===== config.mk =====
export PLATFORM = sky130hd
export DESIGN_NAME = muldiv_sequencer
export DESIGN_NICKNAME = d
export VERILOG_FILES = /design/src/rtl/muldiv_sequencer.sv
export SDC_FILE = /design/constraint.sdc
export NUM_CORES = 1
export LEC_CHECK = 0
export CORE_ASPECT_RATIO = 0.6
export CORE_MARGIN = 2
export CORE_UTILIZATION = 55
export CTS_CLUSTER_SIZE = 8
export DETAILED_ROUTE_END_ITERATION = 16
export PLACE_DENSITY = 0.87
export SLEW_MARGIN = 20
export SYNTH_ARGS = -nofsm -noshare
export SYNTH_HDL_FRONTEND = slang
export SYNTH_SLANG_ARGS = --single-unit

===== constraint.sdc =====
create_clock -name clk -period 9.25 [get_ports clk]
set_input_delay 1.3875 -clock clk [delete_from_list [all_inputs] [get_ports clk]]
set_output_delay 1.3875 -clock clk [all_outputs]
set_load 0.01 [all_outputs]

===== src/rtl/muldiv_sequencer.sv =====
// Iterative MUL/DIV/REM sequencer beside the EX-stage ALU.
// MULDIV_FAST_MUL_EN: single-cycle MUL via a combinational multiplier.
module muldiv_sequencer #(
  parameter int WIDTH = 32
) (
  input  logic             clk,
  input  logic             rst_n,
  input  logic             start,
  input  logic [3:0]       op,
  input  logic [WIDTH-1:0] src_a,
  input  logic [WIDTH-1:0] src_b,
  input  logic             kill,
  output logic             stall,
  output logic             busy,
  output logic             done,
  output logic [WIDTH-1:0] result
);

  localparam int CW = $clog2(WIDTH) + 1;
  localparam logic [3:0] OP_MUL = 4'b0010;
  localparam logic [3:0] OP_DIV = 4'b0011;
  localparam logic [3:0] OP_REM = 4'b0100;

  typedef enum logic [1:0] {
    S_IDLE,
    S_CALC,
    S_FIX,
    S_DONE
  } state_t;

  state_t           r_state;
  state_t           w_state_nxt;
  logic [3:0]       r_op;
  logic             r_neg;
  logic [CW-1:0]    r_cnt;
  logic [WIDTH-1:0] r_a;
  logic [WIDTH-1:0] r_b;
  logic [WIDTH-1:0] r_acc;
  logic [WIDTH-1:0] r_rem;
  logic             r_busy;
  logic             r_done;
  logic [WIDTH-1:0] r_result;

  logic             w_rec;
  logic             w_accept;
  logic             w_sa;
  logic             w_sb;
  logic [WIDTH-1:0] w_abs_a;
  logic [WIDTH-1:0] w_abs_b;
  logic             w_div0;
  logic             w_ovf;
  logic             w_special;
  logic [WIDTH-1:0] w_spec_res;
  logic [WIDTH:0]   w_shift;
  logic [WIDTH:0]   w_trial;
  logic [WIDTH-1:0] w_mag;
  logic [WIDTH-1:0] w_fix;
`ifdef MULDIV_FAST_MUL_EN
  logic [WIDTH-1:0] w_prod;
  assign w_prod = src_a * src_b;
`endif

  always_comb begin
    w_rec    = (op == OP_MUL) | (op == OP_DIV) | (op == OP_REM);
    w_accept = (r_state == S_IDLE) & start & w_rec & ~kill;
    w_sa     = src_a[WIDTH-1];
    w_sb     = src_b[WIDTH-1];
    w_abs_a  = w_sa ? (~src_a + WIDTH'(1)) : src_a;
    w_abs_b  = w_sb ? (~src_b + WIDTH'(1)) : src_b;
    w_div0   = (src_b == '0);
    w_ovf    = (src_a == {1'b1, {(WIDTH-1){1'b0}}}) &
               (src_b == {WIDTH{1'b1}});
    w_special  = (op != OP_MUL) & (w_div0 | w_ovf);
    w_spec_res = '0;
    if (w_div0)
      w_spec_res = (op == OP_DIV) ? {WIDTH{1'b1}} : src_a;
    else if (w_ovf)
      w_spec_res = (op == OP_DIV) ? src_a : '0;
`ifdef MULDIV_FAST_MUL_EN
    if (op == OP_MUL) begin
      w_special  = 1'b1;
      w_spec_res = w_prod;
    end
`endif
    // Restoring divide step: r_a shifts the dividend out, quotient in
    w_shift = {r_rem, r_a[WIDTH-1]};
    w_trial = w_shift - {1'b0, r_b};
    w_mag   = (r_op == OP_MUL) ? r_acc :
              (r_op == OP_DIV) ? r_a : r_rem;
    w_fix   = r_neg ? (~w_mag + WIDTH'(1)) : w_mag;
  end

  always_comb begin
    w_state_nxt = r_state;
    case (r_state)
      S_IDLE:
        if (w_accept)
          w_state_nxt = w_special ? S_DONE : S_CALC;
      S_CALC:
        if (kill)
          w_state_nxt = S_IDLE;
        else if (r_cnt == CW'(1))
          w_state_nxt = S_FIX;
      S_FIX:
        w_state_nxt = kill ? S_IDLE : S_DONE;
      S_DONE:
        w_state_nxt = S_IDLE;
      default:
        w_state_nxt = S_IDLE;
    endcase
  end

  always_ff @(posedge clk) begin
    if (!rst_n) begin
      r_state  <= S_IDLE;
      r_op     <= '0;
      r_neg    <= 1'b0;
      r_cnt    <= '0;
      r_a      <= '0;
      r_b      <= '0;
      r_acc    <= '0;
      r_rem    <= '0;
      r_busy   <= 1'b0;
      r_done   <= 1'b0;
      r_result <= '0;
    end else begin
      r_state <= w_state_nxt;
      r_busy  <= (w_state_nxt == S_CALC) | (w_state_nxt == S_FIX);
      r_done  <= (w_state_nxt == S_DONE);
      case (r_state)
        S_IDLE:
          if (w_accept) begin
            r_op  <= op;
            r_neg <= (op == OP_REM) ? w_sa : (w_sa ^ w_sb);
            r_a   <= w_abs_a;
            r_b   <= w_abs_b;
            r_acc <= '0;
            r_rem <= '0;
            r_cnt <= CW'(WIDTH);
            if (w_special)
              r_result <= w_spec_res;
          end
        S_CALC: begin
          r_cnt <= r_cnt - CW'(1);
          if (r_op == OP_MUL) begin
            if (r_b[0])
              r_acc <= r_acc + r_a;
            r_a <= {r_a[WIDTH-2:0], 1'b0};
            r_b <= {1'b0, r_b[WIDTH-1:1]};
          end else begin
            r_rem <= w_trial[WIDTH] ? w_shift[WIDTH-1:0]
                                    : w_trial[WIDTH-1:0];
            r_a   <= {r_a[WIDTH-2:0], ~w_trial[WIDTH]};
          end
        end
        S_FIX:
          if (!kill)
            r_result <= w_fix;
        default: ;
      endcase
    end
  end

  assign stall  = w_accept | (r_state == S_CALC) | (r_state == S_FIX);
  assign busy   = r_busy;
  assign done   = r_done;
  assign result = r_result;

endmodule


==> out/results.ini, run 1 <==
[die]
die_w_um = 208.3
start_util_pct = 56.49
dieHeight_um = 126.6
io_pins = 107
core_um2 = 24390
fp-row-count = 44
die-area_um2 = 26370

[power]
pwr-share-clk_pct = 36.6
p_seq_share_pct = 38.9
p_per_area_nw_per_um2 = 128.5
power.static_leakage_nw = 6.133
p_switching_mw = 0.6575
vdd_ir_drop_max_mv = 0.1406
power.total_mw = 1.996
p_int_mw = 1.338
comb_power_share_pct = 24.5
switching_share_pct = 32.94

[clock_network]
cts.repair.resized = 0
cts.sinks = 175
cts_buffers = 17
clk_pin_slew_ns = 0.08
cts_root_buf = clkbuf_16
cts_setup_buffers = 0
cts_hold_buf = 0
cts_tree = built
clock_latency_ns = 0.45
h-tree-depth = 4
clock_path_buffers = 2

[sta]
post-route-period-util_pct = 53.52
clock_skew_ns = 0.01398
finalSetupTns_ns = 0
maxSlewHeadroom_pct = 31.65
period_minus_slack_ns = 4.951
finalSetupViolCount = 0
rsz0062_at_grt = false
tightest_slew_ns = 1.025
max_freq_mhz = 202.0
hold_viol = 0
slew_violations = 0

[place]
io_buffers = 106
gp_congestion = 0.9737
place_area_um2 = 14950
dp_hpwl_um = 33660

[layout]
final_common_cell = dfxtp_1
final_util_pct = 63.67
num_antenna_cells = 0
drive_gt1_share_pct = 5.200
fillCellCount = 2067
fin_area_um2 = 15530
regArea_um2 = 3505
nets = 1958
multi_input_area_um2 = 9674
layout_common_cells = 174 x dfxtp_1, 164 x nand2_1, 131 x o21ai_0
syn_to_final_growth_pct = 12.71

[drt]
firstDrtPassIters = 6
ant_nets = 0
routed_via_density = 6.515
vias = 14000
drtIter0Drc = 1922
wl_per_cell_um = 20.90
routed_wl_um = 44910
route.detailed.drc = 0

[yosys]
ys_seq_area_share_pct = 25.43
async_reset_ff_share_pct = 0
syn_area_um2 = 13780
syn-num-nets = 1922
synth-edff-count = 0
syn-instance-count = 1778
avgSynthCellArea_um2 = 7.749
synth_warnings = 0
ys_seq_elements = 175
yosys_most_used_dff = dfxtp_1
synth_cell_type_count = 89

[grt]
grt_first_pass_wirelength_um = 70550
grt_pass1_vias = 12580
antenna_found_initial = 1
grt-ovfl-total = 0
grt_util_all_layers_pct = 33.73
grt_max_degree = 88

[worst_setup_path]
arrival_ns = 3.56
crit_type = in -> out
worst_path_max_delay_cell = nor4b_1
timing.critical_path.fanout_max = 13
critPathMostFrequentCell = clkdlybuf4s50_1
start_kind = input pin
max_stage_delay_ns = 0.72
reg2reg_slack_ns = 4.73
worstPathRequired_ns = 7.86
endpoint_kind = primary output
worstPathCellList = clkdlybuf4s50_1 > nor4b_1 > o21ai_4 > nand3_1 > clkdlybuf4s50_1

[status]
status = complete, no violations

[run]
cap_violations = 0

[min_path]
hold_path_class = reg -> reg

cells in the mapped netlist, types with 31 or more instances:
cell / instances / share of area, %
a211oi_1: 42 / 2.3
a21o_1: 51 / 2.8
a21oi_1: 125 / 4.5
a22oi_1: 34 / 1.9
and2_1: 60 / 2.7
clkbuf_1: 79 / 2.2
dfxtp_1: 175 / 25
ha_1: 70 / 6.4
inv_1: 52 / 1.4
mux2i_1: 59 / 4.3
nand2_1: 165 / 4.5
nand3_1: 43 / 1.6
nor2_1: 108 / 2.9
nor2b_1: 58 / 2.6
nor3_1: 31 / 1.1
o21ai_0: 132 / 4.8
o21ai_1: 42 / 1.5
xnor2_1: 61 / 3.9
xor2_1: 85 / 5.4
stage by stage:
step           hold WS, ns  cells  setup slack, ns
2_1_floorplan       0.4501   1778            5.242
5_1_grt             0.4674   2149            4.160
3_5_place_dp        0.4321   2117            4.139
3_3_place_gp        0.4321   2117            4.227
4_1_cts             0.4448   2149            4.294
6_report            0.4438   2149            4.299
metal layers:
metal	part of all wire, %	GRT usage [%]
met3	14	11.39
met2	38	45.70
met4	1.6	6.390
met1	46	51.10
met5	0	0
flip-flops by register name, summed over array words and instances (netlist names):
register  flops
r_a          32
r_acc        32
r_b          32
done          1
r_op          4
r_state       2
r_cnt         6
r_neg         1
r_rem        32
busy          1
result       32
power by group through the flow:
stage          logic (mW)  registers, mW  clock network (mW)
6_report            0.489          0.777               0.730
5_1_grt             0.523          0.777               0.761
4_1_cts             0.476          0.776               0.730
3_5_place_dp        0.472          0.793                   0
3_3_place_gp        0.461          0.793                   0
2_1_floorplan       0.358          0.787                   0
logic make-up after synthesis:
kind of cell               share of synthesized area (%)
AOI/OAI and AO/OA                                  27.89
xor gates and xnor gates                           9.282
adders and majority gates                          6.648
buffers and inverters                              4.704
DFF                                                25.43
muxes                                              4.941
and+or+nand+nor                                    21.11
worst max-delay path: cells and delay by family:
family,cells,cell delay (ns)
AOI/OAI and AO/OA,1,0.23
buffers and inverters,2,1.07
and+or+nand+nor,2,0.86
worst paths after layout:
kind | from | endpoint | depth (start not counted)
worst max-delay path | op[0] | stall | 5
worst min-delay path | result[27] | result[27] | 2
worst max register to register | r_a[31] | r_rem[0] | 16
worst min register to register | result[27] | result[27] | 2
cell type report:
type | instances | share of cell area, %
Tap cell | 322 | 2.595
Clock inverter | 14 | 0.9025
Sequential cell | 175 | 22.57
Inverter | 52 | 1.257
Clock buffer | 18 | 2.828
Timing Repair Buffer | 122 | 7.542
Multi-Input combinational cell | 1446 | 62.30
Note: power is estimated with default switching activity, not from simulation.
==> run 2: changes to the inputs <==
==> constraint.sdc (replaced) <==
create_clock -name clk -period 4.9 [get_ports clk]
set_input_delay 0.735 -clock clk [delete_from_list [all_inputs] [get_ports clk]]
set_output_delay 0.735 -clock clk [all_outputs]
set_load 0.01 [all_outputs]
==> run 2 against run 1 <==
Compared with the run above: worst setup slack lost 3.6 ns; count of clock-buffer cells in the layout shrank 1; first-iteration DRC count shrank 19%; final cell count grew 0.42%; worst hold slack gained 0.0018 ns; critical path depth grew 11; sequential power grew 89%; non-clock buffer count grew 9; power grew 92%; design area grew 0.70%; sequential cell count is the same; combinational power grew 93%.
==> out/results.ini, run 2 (same netlist as run 1, synthesis figures left out) <==
[status]
status = complete, no violations

[sta]
finalSetupViolCount = 0  ; unchanged
final.setup.worst_slack_ns = 0.7437  ; -3.555 ns
rsz0062_at_grt = false
tightest_slew_ns = 1.087  ; +0.06185 ns
hold_ws_ns = 0.4456  ; +0.001808 ns
clock_skew_ns = 0.01436  ; +0.0003842 ns
slew_violations = 0  ; unchanged
hold_viol = 0  ; unchanged
maxSlewHeadroom_pct = 27.53  ; -4.1 points
post-route-period-util_pct = 84.82
finalSetupTns_ns = 0  ; unchanged
max_freq_mhz = 240.6
period_minus_slack_ns = 4.156

[place]
io_buffers = 106  ; unchanged
place_area_um2 = 15030  ; +0.57%
gp_congestion = 0.9950  ; +2.2%
dp_hpwl_um = 33880  ; +0.65%
dpl_worst_slack_ns = 0.4686  ; -3.670 ns
dp.cells = 2126  ; +0.43%

[layout]
fin_area_um2 = 15640  ; +0.70%
final_util_pct = 64.11  ; +0.45 points
nets = 1967  ; +0.46%
final_common_cell = dfxtp_1
syn_to_final_growth_pct = 13.50
regArea_um2 = 3505  ; unchanged
multi_input_area_um2 = 9672  ; about the same
drive_gt1_share_pct = 5.556  ; +0.36 points
fillCellCount = 2006  ; -3.0%
layout_common_cells = 174 x dfxtp_1, 165 x nand2_1, 131 x o21ai_0
finalNonFillerCells = 2158  ; +0.42%
num_antenna_cells = 0  ; unchanged

[clock_network]
cts_buffers = 17  ; unchanged
cts_tree = built
clk_pin_slew_ns = 0.08  ; about the same
h-tree-depth = 4  ; unchanged
clock_path_buffers = 2  ; unchanged
cts.sinks = 175  ; unchanged
cts_hold_buf = 0  ; unchanged
cts_root_buf = clkbuf_16
cts.repair.resized = 0  ; unchanged
cts_setup_buffers = 0  ; unchanged
clock_latency_ns = 0.46  ; about the same

[grt]
grt_first_pass_wirelength_um = 69830  ; -1.0%
grt-ovfl-total = 0  ; unchanged
grt_util_all_layers_pct = 33.51  ; -0.22 points
grt_max_degree = 54  ; -39%
antenna_found_initial = 0  ; -1
grt_pass1_vias = 12590  ; +0.040%

[run]
cap_violations = 0  ; unchanged

[die]
io_pins = 107  ; unchanged
start_util_pct = 56.49  ; unchanged
fp-row-count = 44  ; unchanged
dieHeight_um = 126.6  ; unchanged
core_um2 = 24390  ; unchanged
die_w_um = 208.3  ; unchanged
die-area_um2 = 26370  ; unchanged

[power]
power.total_mw = 3.824  ; +92%
p_per_area_nw_per_um2 = 244.6  ; +90%
vdd_ir_drop_max_mv = 0.2479  ; +76%
power.static_leakage_nw = 6.182  ; +0.80%

[drt]
firstDrtPassIters = 6  ; unchanged
vias = 13970  ; -0.23%
routed_wl_um = 44620  ; -0.64%
ant_nets = 0  ; unchanged
wl_per_cell_um = 20.68  ; -1.1%
routed_via_density = 6.473  ; -0.64%
wl_met3_um = 6796  ; +8.0%
route.detailed.drc = 0  ; unchanged
wl_met2_um = 16630  ; -3.1%
routedLengthMet1_um = 20160  ; -2.7%
drtIter0Drc = 1563  ; -19%
highest_layer = met5

[worst_setup_path]
critPathMostFrequentCell = inv_1
max_stage_delay_ns = 0.43  ; -0.29 ns
start_kind = register
timing.critical_path.fanout_max = 32  ; +19
critical_path_buf_inv_count = 3  ; +1
worst_path_max_delay_cell = a221oi_4
worstPathCellList = inv_1 > ha_1 > inv_1 > fa_1 > a21o_1 > a21oi_2 > o211ai_4 > a221oi_4 > o21ai_4 > a31oi_4 > o21ai_2 > a2111oi_4 > a211oi_4 > buf_12 > mux2_1 > o21ai_1
arrival_ns = 4.53  ; +0.97 ns
path_delay_family = compound AO/OA/AOI/OAI gates
worstPathRequired_ns = 5.27  ; -2.59 ns
crit_type = reg -> reg
endpoint_kind = register

[min_path]
hold_path_class = reg -> reg

==> run 2: final timing paths <==
| check | startpoint | to | slack [ns] | cells after the start |
|---|---|---|---|---|
| max reg2reg | r_a[31] | r_rem[0] | 0.74 | 16 |
| min reg2reg | result[27] | result[27] | 0.45 | 2 |
| min | result[27] | result[27] | 0.45 | 2 |
| max | r_a[31] | r_rem[0] | 0.74 | 16 |
==> run 2: layer usage <==
metal / GRT usage, % / vias up
met1: 49.18 / 6526
li1: - / 6534
met2: 44.05 / 823
met3: 13.49 / 84
met5: 2.178 / -
met4: 9.268 / 2
==> run 2: cell type report <==
class	instances	share of cell area, %
flip-flops and latches	175	22.41
inverters	52	1.248
repair buffers	131	8.034
multi-input cells	1446	61.86
clock inverters	15	1.152
well taps	322	2.577
clock buffers	17	2.721
==> run 2: where the power goes <==
part	total [mW]	leakage, nW	internal [mW]	switching [mW]
combinational	0.944	4.49	0.410	0.534
clock	1.41	0.285	0.727	0.685
sequential	1.47	1.41	1.44	0.0299
==> run 2: worst min-delay path, stage by stage (launching register included) <==
cell     delay, ns
dfxtp_1       0.31
nand2_1       0.05
nand2_1       0.04
